## src/rtl/chip_bus_arbiter_if.sv

```systemverilog
// Chip-RAM bus arbitration signals: DMACON bits, requests and the grant code.
// The master side (the requesters) drives the controls; the slave side is the arbiter.
interface chip_bus_arbiter_if;
  logic       cck_en;
  logic       lol;
  logic       dmaen;
  logic       dsken;
  logic       spren;
  logic       bplen;
  logic       copen;
  logic       blten;
  logic       bltpri;
  logic [3:0] auden;
  logic       dsk_req;
  logic       bpl_req;
  logic       cop_req;
  logic       blt_req;
  logic       cpu_req;
  logic [3:0] aud_req;
  logic [7:0] spr_req;
  logic [7:0] hpos;
  logic [3:0] gnt;
  logic [2:0] gnt_idx;
  logic       line_end;
  logic       cpu_wait;

  modport master (
    output cck_en, lol, dmaen, dsken, spren, bplen, copen, blten, bltpri, auden,
           dsk_req, bpl_req, cop_req, blt_req, cpu_req, aud_req, spr_req,
    input  hpos, gnt, gnt_idx, line_end, cpu_wait
  );

  modport slave (
    input  cck_en, lol, dmaen, dsken, spren, bplen, copen, blten, bltpri, auden,
           dsk_req, bpl_req, cop_req, blt_req, cpu_req, aud_req, spr_req,
    output hpos, gnt, gnt_idx, line_end, cpu_wait
  );
endinterface

```

## src/rtl/chip_bus_arbiter.sv

```systemverilog
// Per-colour-clock chip-RAM slot arbiter: fixed odd slots for refresh/disk/audio/sprite,
// free slots shared by bitplane, copper, blitter and CPU with the blitter-nasty limit.
module chip_bus_arbiter #(
  parameter logic [7:0]  Hmax         = 8'hE2,
  parameter int unsigned CpuStarveMax = 3
) (
  input logic               clk,
  input logic               rst,
  chip_bus_arbiter_if.slave bus
);

  localparam int unsigned StW = $clog2(CpuStarveMax + 1);

  typedef enum logic [3:0] {
    GntIdle    = 4'd0,
    GntRefresh = 4'd1,
    GntDisk    = 4'd2,
    GntAudio   = 4'd3,
    GntSprite  = 4'd4,
    GntBpl     = 4'd5,
    GntCop     = 4'd6,
    GntBlt     = 4'd7,
    GntCpu     = 4'd8
  } gnt_e;

  logic [7:0]     hpos_q, hpos_d;
  gnt_e           gnt_q, gnt_d;
  logic [2:0]     gnt_idx_q, gnt_idx_d;
  logic           line_end_q, line_end_d;
  logic           lol_q, lol_d;
  logic [StW-1:0] starve_q, starve_d;

  logic       lol_eff, wrap;
  logic [7:0] hn;
  logic       is_ref, is_dsk, is_aud, is_spr;
  logic [1:0] aud_ch;
  logic [2:0] spr_n;
  logic       bpl_ok, cop_ok, blt_ok, force_cpu;
  logic       free, no_bpl;

  // Line length is decided by LOL as seen during the HMAX slot itself.
  always_comb begin
    lol_eff    = (hpos_q == Hmax) ? bus.lol : lol_q;
    wrap       = hpos_q >= (Hmax + {7'd0, lol_eff});
    hn         = wrap ? 8'd0 : hpos_q + 8'd1;
    hpos_d     = hn;
    lol_d      = lol_eff;
    line_end_d = wrap;
  end

  always_comb begin
    is_ref = (hn[7:3] == 5'd0) && hn[0];
    is_dsk = (hn == 8'h09) || (hn == 8'h0B) || (hn == 8'h0D);
    is_aud = hn[0] && (hn >= 8'h0F) && (hn <= 8'h15);
    is_spr = hn[0] && (hn >= 8'h17) && (hn <= 8'h35);
    aud_ch = 2'((hn - 8'h0F) >> 1);
    spr_n  = 3'((hn - 8'h17) >> 2);
    bpl_ok = bus.dmaen && bus.bplen && bus.bpl_req;
    cop_ok = bus.dmaen && bus.copen && bus.cop_req && !hn[0] && (hn != 8'hE0);
    blt_ok = bus.dmaen && bus.blten && bus.blt_req;
    force_cpu = !bus.bltpri && bus.cpu_req && (starve_q == StW'(CpuStarveMax));
  end

  always_comb begin
    gnt_d     = GntIdle;
    gnt_idx_d = 3'd0;
    free      = 1'b0;
    no_bpl    = 1'b0;
    if (is_ref) begin
      gnt_d     = GntRefresh;
      gnt_idx_d = {1'b0, hn[2:1]};
    end else if (is_dsk) begin
      if (bus.dmaen && bus.dsken && bus.dsk_req) begin
        gnt_d = GntDisk;
      end else begin
        free   = 1'b1;
        no_bpl = 1'b1;
      end
    end else if (is_aud) begin
      if (bus.dmaen && bus.auden[aud_ch] && bus.aud_req[aud_ch]) begin
        gnt_d     = GntAudio;
        gnt_idx_d = {1'b0, aud_ch};
      end else begin
        free   = 1'b1;
        no_bpl = 1'b1;
      end
    end else if (is_spr) begin
      if (bpl_ok) begin
        gnt_d = GntBpl;
      end else if (bus.dmaen && bus.spren && bus.spr_req[spr_n]) begin
        gnt_d     = GntSprite;
        gnt_idx_d = spr_n;
      end else begin
        free = 1'b1;
      end
    end else begin
      free = 1'b1;
    end

    if (free) begin
      if (bpl_ok && !no_bpl) begin
        gnt_d = GntBpl;
      end else if (cop_ok) begin
        gnt_d = GntCop;
      end else if (blt_ok && !force_cpu) begin
        gnt_d = GntBlt;
      end else if (bus.cpu_req) begin
        gnt_d = GntCpu;
      end else begin
        gnt_d = GntIdle;
      end
    end
  end

  // Starve count only tracks blitter wins against a waiting, lower-priority CPU.
  always_comb begin
    starve_d = starve_q;
    if (bus.bltpri || !bus.cpu_req || (gnt_d == GntCpu)) begin
      starve_d = '0;
    end else if ((gnt_d == GntBlt) && (starve_q != StW'(CpuStarveMax))) begin
      starve_d = starve_q + StW'(1);
    end
  end

  always_ff @(posedge clk) begin
    if (rst) begin
      hpos_q     <= 8'd0;
      gnt_q      <= GntIdle;
      gnt_idx_q  <= 3'd0;
      line_end_q <= 1'b0;
      lol_q      <= 1'b0;
      starve_q   <= '0;
    end else if (bus.cck_en) begin
      hpos_q     <= hpos_d;
      gnt_q      <= gnt_d;
      gnt_idx_q  <= gnt_idx_d;
      line_end_q <= line_end_d;
      lol_q      <= lol_d;
      starve_q   <= starve_d;
    end
  end

  assign bus.hpos     = hpos_q;
  assign bus.gnt      = gnt_q;
  assign bus.gnt_idx  = gnt_idx_q;
  assign bus.line_end = line_end_q;
  assign bus.cpu_wait = bus.cpu_req && (gnt_q != GntCpu);

endmodule
```

## src/flat_wrapper.sv

```systemverilog
// flat-port wrapper written by rule: the top's interface ports become plain ports
module chip_bus_arbiter_flat 
#(
  parameter logic [7:0]  Hmax         = 8'hE2,
  parameter int unsigned CpuStarveMax = 3
)
  (clk, rst, bus_cck_en, bus_lol, bus_dmaen, bus_dsken, bus_spren, bus_bplen, bus_copen, bus_blten, bus_bltpri, bus_auden, bus_dsk_req, bus_bpl_req, bus_cop_req, bus_blt_req, bus_cpu_req, bus_aud_req, bus_spr_req, bus_hpos, bus_gnt, bus_gnt_idx, bus_line_end, bus_cpu_wait);
  chip_bus_arbiter_if bus_i ();
  input logic clk;
  input logic rst;
  input wire logic [$bits(bus_i.cck_en)-1:0] bus_cck_en;
  input wire logic [$bits(bus_i.lol)-1:0] bus_lol;
  input wire logic [$bits(bus_i.dmaen)-1:0] bus_dmaen;
  input wire logic [$bits(bus_i.dsken)-1:0] bus_dsken;
  input wire logic [$bits(bus_i.spren)-1:0] bus_spren;
  input wire logic [$bits(bus_i.bplen)-1:0] bus_bplen;
  input wire logic [$bits(bus_i.copen)-1:0] bus_copen;
  input wire logic [$bits(bus_i.blten)-1:0] bus_blten;
  input wire logic [$bits(bus_i.bltpri)-1:0] bus_bltpri;
  input wire logic [$bits(bus_i.auden)-1:0] bus_auden;
  input wire logic [$bits(bus_i.dsk_req)-1:0] bus_dsk_req;
  input wire logic [$bits(bus_i.bpl_req)-1:0] bus_bpl_req;
  input wire logic [$bits(bus_i.cop_req)-1:0] bus_cop_req;
  input wire logic [$bits(bus_i.blt_req)-1:0] bus_blt_req;
  input wire logic [$bits(bus_i.cpu_req)-1:0] bus_cpu_req;
  input wire logic [$bits(bus_i.aud_req)-1:0] bus_aud_req;
  input wire logic [$bits(bus_i.spr_req)-1:0] bus_spr_req;
  output wire logic [$bits(bus_i.hpos)-1:0] bus_hpos;
  output wire logic [$bits(bus_i.gnt)-1:0] bus_gnt;
  output wire logic [$bits(bus_i.gnt_idx)-1:0] bus_gnt_idx;
  output wire logic [$bits(bus_i.line_end)-1:0] bus_line_end;
  output wire logic [$bits(bus_i.cpu_wait)-1:0] bus_cpu_wait;
  assign bus_i.cck_en = bus_cck_en;
  assign bus_i.lol = bus_lol;
  assign bus_i.dmaen = bus_dmaen;
  assign bus_i.dsken = bus_dsken;
  assign bus_i.spren = bus_spren;
  assign bus_i.bplen = bus_bplen;
  assign bus_i.copen = bus_copen;
  assign bus_i.blten = bus_blten;
  assign bus_i.bltpri = bus_bltpri;
  assign bus_i.auden = bus_auden;
  assign bus_i.dsk_req = bus_dsk_req;
  assign bus_i.bpl_req = bus_bpl_req;
  assign bus_i.cop_req = bus_cop_req;
  assign bus_i.blt_req = bus_blt_req;
  assign bus_i.cpu_req = bus_cpu_req;
  assign bus_i.aud_req = bus_aud_req;
  assign bus_i.spr_req = bus_spr_req;
  assign bus_hpos = bus_i.hpos;
  assign bus_gnt = bus_i.gnt;
  assign bus_gnt_idx = bus_i.gnt_idx;
  assign bus_line_end = bus_i.line_end;
  assign bus_cpu_wait = bus_i.cpu_wait;
  chip_bus_arbiter #(.Hmax(Hmax), .CpuStarveMax(CpuStarveMax)) u_core (.clk(clk), .rst(rst), .bus(bus_i));
endmodule
```

## config.mk

```make
export PLATFORM = sky130hd
export DESIGN_NAME = chip_bus_arbiter_flat
export DESIGN_NICKNAME = d
export VERILOG_FILES = /design/src/rtl/chip_bus_arbiter_if.sv /design/src/rtl/chip_bus_arbiter.sv /design/src/flat_wrapper.sv
export SDC_FILE = /design/constraint.sdc
export NUM_CORES = 1
export LEC_CHECK = 0
export CAP_MARGIN = 20
export CORE_MARGIN = 1
export CORE_UTILIZATION = 53
export CTS_CLUSTER_SIZE = 12
export DETAILED_ROUTE_END_ITERATION = 7
export PLACE_DENSITY = 0.87
export SLEW_MARGIN = 20
export SYNTH_ARGS = -nofsm -noshare
export SYNTH_HDL_FRONTEND = slang
export SYNTH_SLANG_ARGS = --single-unit
export TNS_END_PERCENT = 1
```

## constraint.sdc

```tcl
create_clock -name clk -period 8.7 [get_ports clk]
set_clock_uncertainty 0.05 [all_clocks]
set_input_delay 1.305 -clock clk [delete_from_list [all_inputs] [get_ports clk]]
set_output_delay 1.305 -clock clk [all_outputs]
set_load 0.005 [all_outputs]
```

==> results.json <==
{
  "status": "finished clean",
  "final_hold_viol_count": 0,
  "placed_cells": 309,
  "grt-busiest-layer": "met2",
  "reg2reg_from": "u_core.bus.hpos[2]$_SDFFE_PP0P_",
  "pre_cts_slack_ns": 3.385,
  "synthCells": 229,
  "total_leakage_power_nw": 0.9046,
  "grt_pass1_vias": 1668,
  "dp_hpwl_um": 3514,
  "nFillCells": 259,
  "wl_per_cell_um": 14.88,
  "met1_usage_pct": 38.14,
  "crit_path_end": "u_core.starve_q[1]$_SDFFE_PP0P_",
  "clk_path_buf_depth": 2,
  "setup_viol": 0,
  "critPathLaunch": "bus_lol",
  "routed_via_density": 5.895,
  "clockPowerShare_pct": 23.7,
  "nets": 309,
  "seq_area_frac_synth_pct": 20.86,
  "cts_setup_buffers": 0,
  "dr.pass1.iters": 6,
  "critPathMaxFanout": 6,
  "use_met3_pct": 2.772,
  "worstMarginPinSlew_ns": 0.7194,
  "finalNonFillerCells": 313,
  "clk_root_buffer_cell": "clkbuf_4",
  "rsz0062_at_grt": "false",
  "clkSinkCount": 19,
  "core_area_mm2": 0.003153,
  "initial_core_util_pct": 57.82,
  "synth_top_area_share_pct": 20.86,
  "vias": 1845,
  "port_buffers": 48,
  "antenna_cells": 0,
  "fin_hold_ws_ns": 0.4553,
  "drive_gt1_share_pct": 9.294,
  "fp-row-count": 20,
  "end_kind": "register",
  "reg2regPathDepth": 18,
  "h-tree-depth": 1,
  "setup_tns_ns": 0,
  "post-route-util_pct": 73.49,
  "clk_pin_slew_ns": 0.11,
  "synth-seq-cells": 19,
  "crit_required_ns": 8.85,
  "drv_cap": 0,
  "internal_power_uw": 138.0,
  "grt-ovfl-total": 0,
  "r2r_slack_ns": 3.91,
  "irDropWorstVdd_mv": 0.08321,
  "ant_nets": 0,
  "remaining_drc_errors": 0,
  "yosysWarnings": 0,
  "fmax_mhz": 198.1,
  "yosysUniqueCellTypes": 60,
  "slew_viol_final": 0,
  "finish.instance_area_mm2": 0.002317,
  "layout_setup_ws_ns": 3.653,
  "cts_hold_buf": 0,
  "die_w_um": 60.65,
  "switching_power_uw": 58.91,
  "numCtsBuffers": 3,
  "synth.area.top_cells": "dfxtp_1 21%, mux2i_1 6.0%, nor2_1 4.9%",
  "async_flop_share_pct": 0,
  "yosys.area.top_type": "dfxtp_1",
  "clk_latency_ns": 0.30,
  "slew_headroom_pct": 51.89,
  "syn_area_mm2": 0.001823,
  "timing.rr.end": "u_core.starve_q[1]$_SDFFE_PP0P_",
  "die_area_mm2": 0.003678,
  "cts-resized-gates": 0,
  "powerDensity_mw_per_mm2": 84.98,
  "min_period_over_period_pct": 58.01,
  "synth_edf_count": 0,
  "pwr-share-comb_pct": 29.7,
  "period_needed_ns": 5.047,
  "p_seq_share_pct": 46.6,
  "dieHeight_um": 60.65,
  "critical_path_arrival_ns": 5.19,
  "areaGrowthSynthToFinish_pct": 27.11,
  "antenna_found_initial": 0,
  "grt_max_degree": 28,
  "total_power_uw": 196.9,
  "startpoint_type": "input port",
  "wl_um": 4656,
  "synth-main-ff-cell": "dfxtp_1",
  "grtUsageMet2_pct": 41.76,
  "syn-num-nets": 268,
  "grt_usage_pct": 26.75,
  "io-pin-count": 49,
  "post_dp_cell_area_mm2": 0.002291,
  "grt_pass1_wl_um": 7355,
  "switching_share_pct": 29.92,
  "cts_tree": "built",
  "drt_iter0_drc": 119,
  "synth_area_per_cell_um2": 7.961,
  "hp-class": "reg -> reg",
  "gp_congestion": 0.9684,
  "path_class": "in -> reg"
}
-- worst min path at each step --
stage	from	end	slack, ns	cells past startpoint
finish	u_core.lol_q$_SDFFE_PP0P_	u_core.lol_q$_SDFFE_PP0P_	0.46	2
global route	u_core.starve_q[0]$_SDFFE_PP0P_	u_core.starve_q[0]$_SDFFE_PP0P_	0.50	2
CTS	u_core.lol_q$_SDFFE_PP0P_	u_core.lol_q$_SDFFE_PP0P_	0.47	2
detailed placement	u_core.lol_q$_SDFFE_PP0P_	u_core.lol_q$_SDFFE_PP0P_	0.44	2
global placement	u_core.lol_q$_SDFFE_PP0P_	u_core.lol_q$_SDFFE_PP0P_	0.42	2
floorplan	u_core.lol_q$_SDFFE_PP0P_	u_core.lol_q$_SDFFE_PP0P_	0.40	2
-- area by class of cell --
cell class	instances	area, um2	share of cell area [%]
tap	44	55.05	2.376
sequential	19	380.4	16.41
timing repair buffer	49	488.0	21.06
multi-input combinational	188	1334	57.56
clock buffer	4	26.28	1.134
inverter	9	33.78	1.458
-- metal layers --
metal / vias up / part of all wire [%]
li1: 911 / -
met1: 833 / 45
met2: 90 / 45
met3: 11 / 8.3
met4: 0 / 1.5
met5: - / 0
-- cells in the mapped netlist, drive strengths merged, types with 5 or more instances --
cell type and instances:
dfxtp 19, nor2 24, ha 7, clkbuf 5, inv 9, nand2b 5
xnor2 6, a21oi 15, o21ai 15, buf 8, mux2i 11, nand3 17
nand2 18, nor3 7
-- sequential cells by signal, indices dropped and copies added, names as in the netlist --
signal               count
u_core.bus.hpos          8
u_core.bus.gnt           4
u_core.bus.gnt_idx       3
u_core.starve_q          2
u_core.bus.line_end      1
u_core.lol_q             1
-- cells in the final DEF, fill, tap and decap left out, types with 4 or more instances in the layout --
cell / count
nand3_1: 14
dfxtp_1: 19
mux2i_1: 11
ha_1: 7
o21ai_1: 6
inv_1: 8
clkdlybuf4s50_1: 48
nand2b_1: 5
nor2b_1: 4
a21oi_1: 14
xnor2_1: 4
and3_1: 4
nor2_1: 24
nand2_1: 18
nor3_1: 6
or3_1: 4
o21ai_0: 8
-- worst max-delay path: stages --
cell             delay [ns]
clkdlybuf4s50_1        0.39
mux2_2                 0.27
ha_1                   0.27
nor2b_1                0.06
o21a_1                 0.21
nor2_1                 0.34
nor2_1                 0.13
ha_1                   0.28
and2_1                 0.19
a31oi_2                0.26
a21boi_0               0.13
o311ai_1               0.28
a21boi_2               0.23
a21oi_2                0.12
o41ai_4                0.39
nand4b_2               0.18
mux2i_1                0.16
-- cell families after synthesis --
family	Yosys count	share of synthesized area [%]
xor+xnor	9	6.177
simple gates	94	27.66
mux	15	8.716
flops	19	20.86
buf+inv	22	5.970
fa+ha+maj	7	4.804
compound gates	63	25.81
-- power by group through the flow --
| stage | clock network (mW) | logic, mW | registers (mW) |
|---|---|---|---|
| detailed placement | 0 | 0.0576 | 0.0936 |
| global placement | 0 | 0.0570 | 0.0936 |
| global route | 0.0527 | 0.0632 | 0.0920 |
| floorplan | 0 | 0.0331 | 0.0927 |
| CTS | 0.0473 | 0.0583 | 0.0916 |
| finish | 0.0467 | 0.0584 | 0.0918 |
No activity file was read; power rests on OpenSTA's default activity.
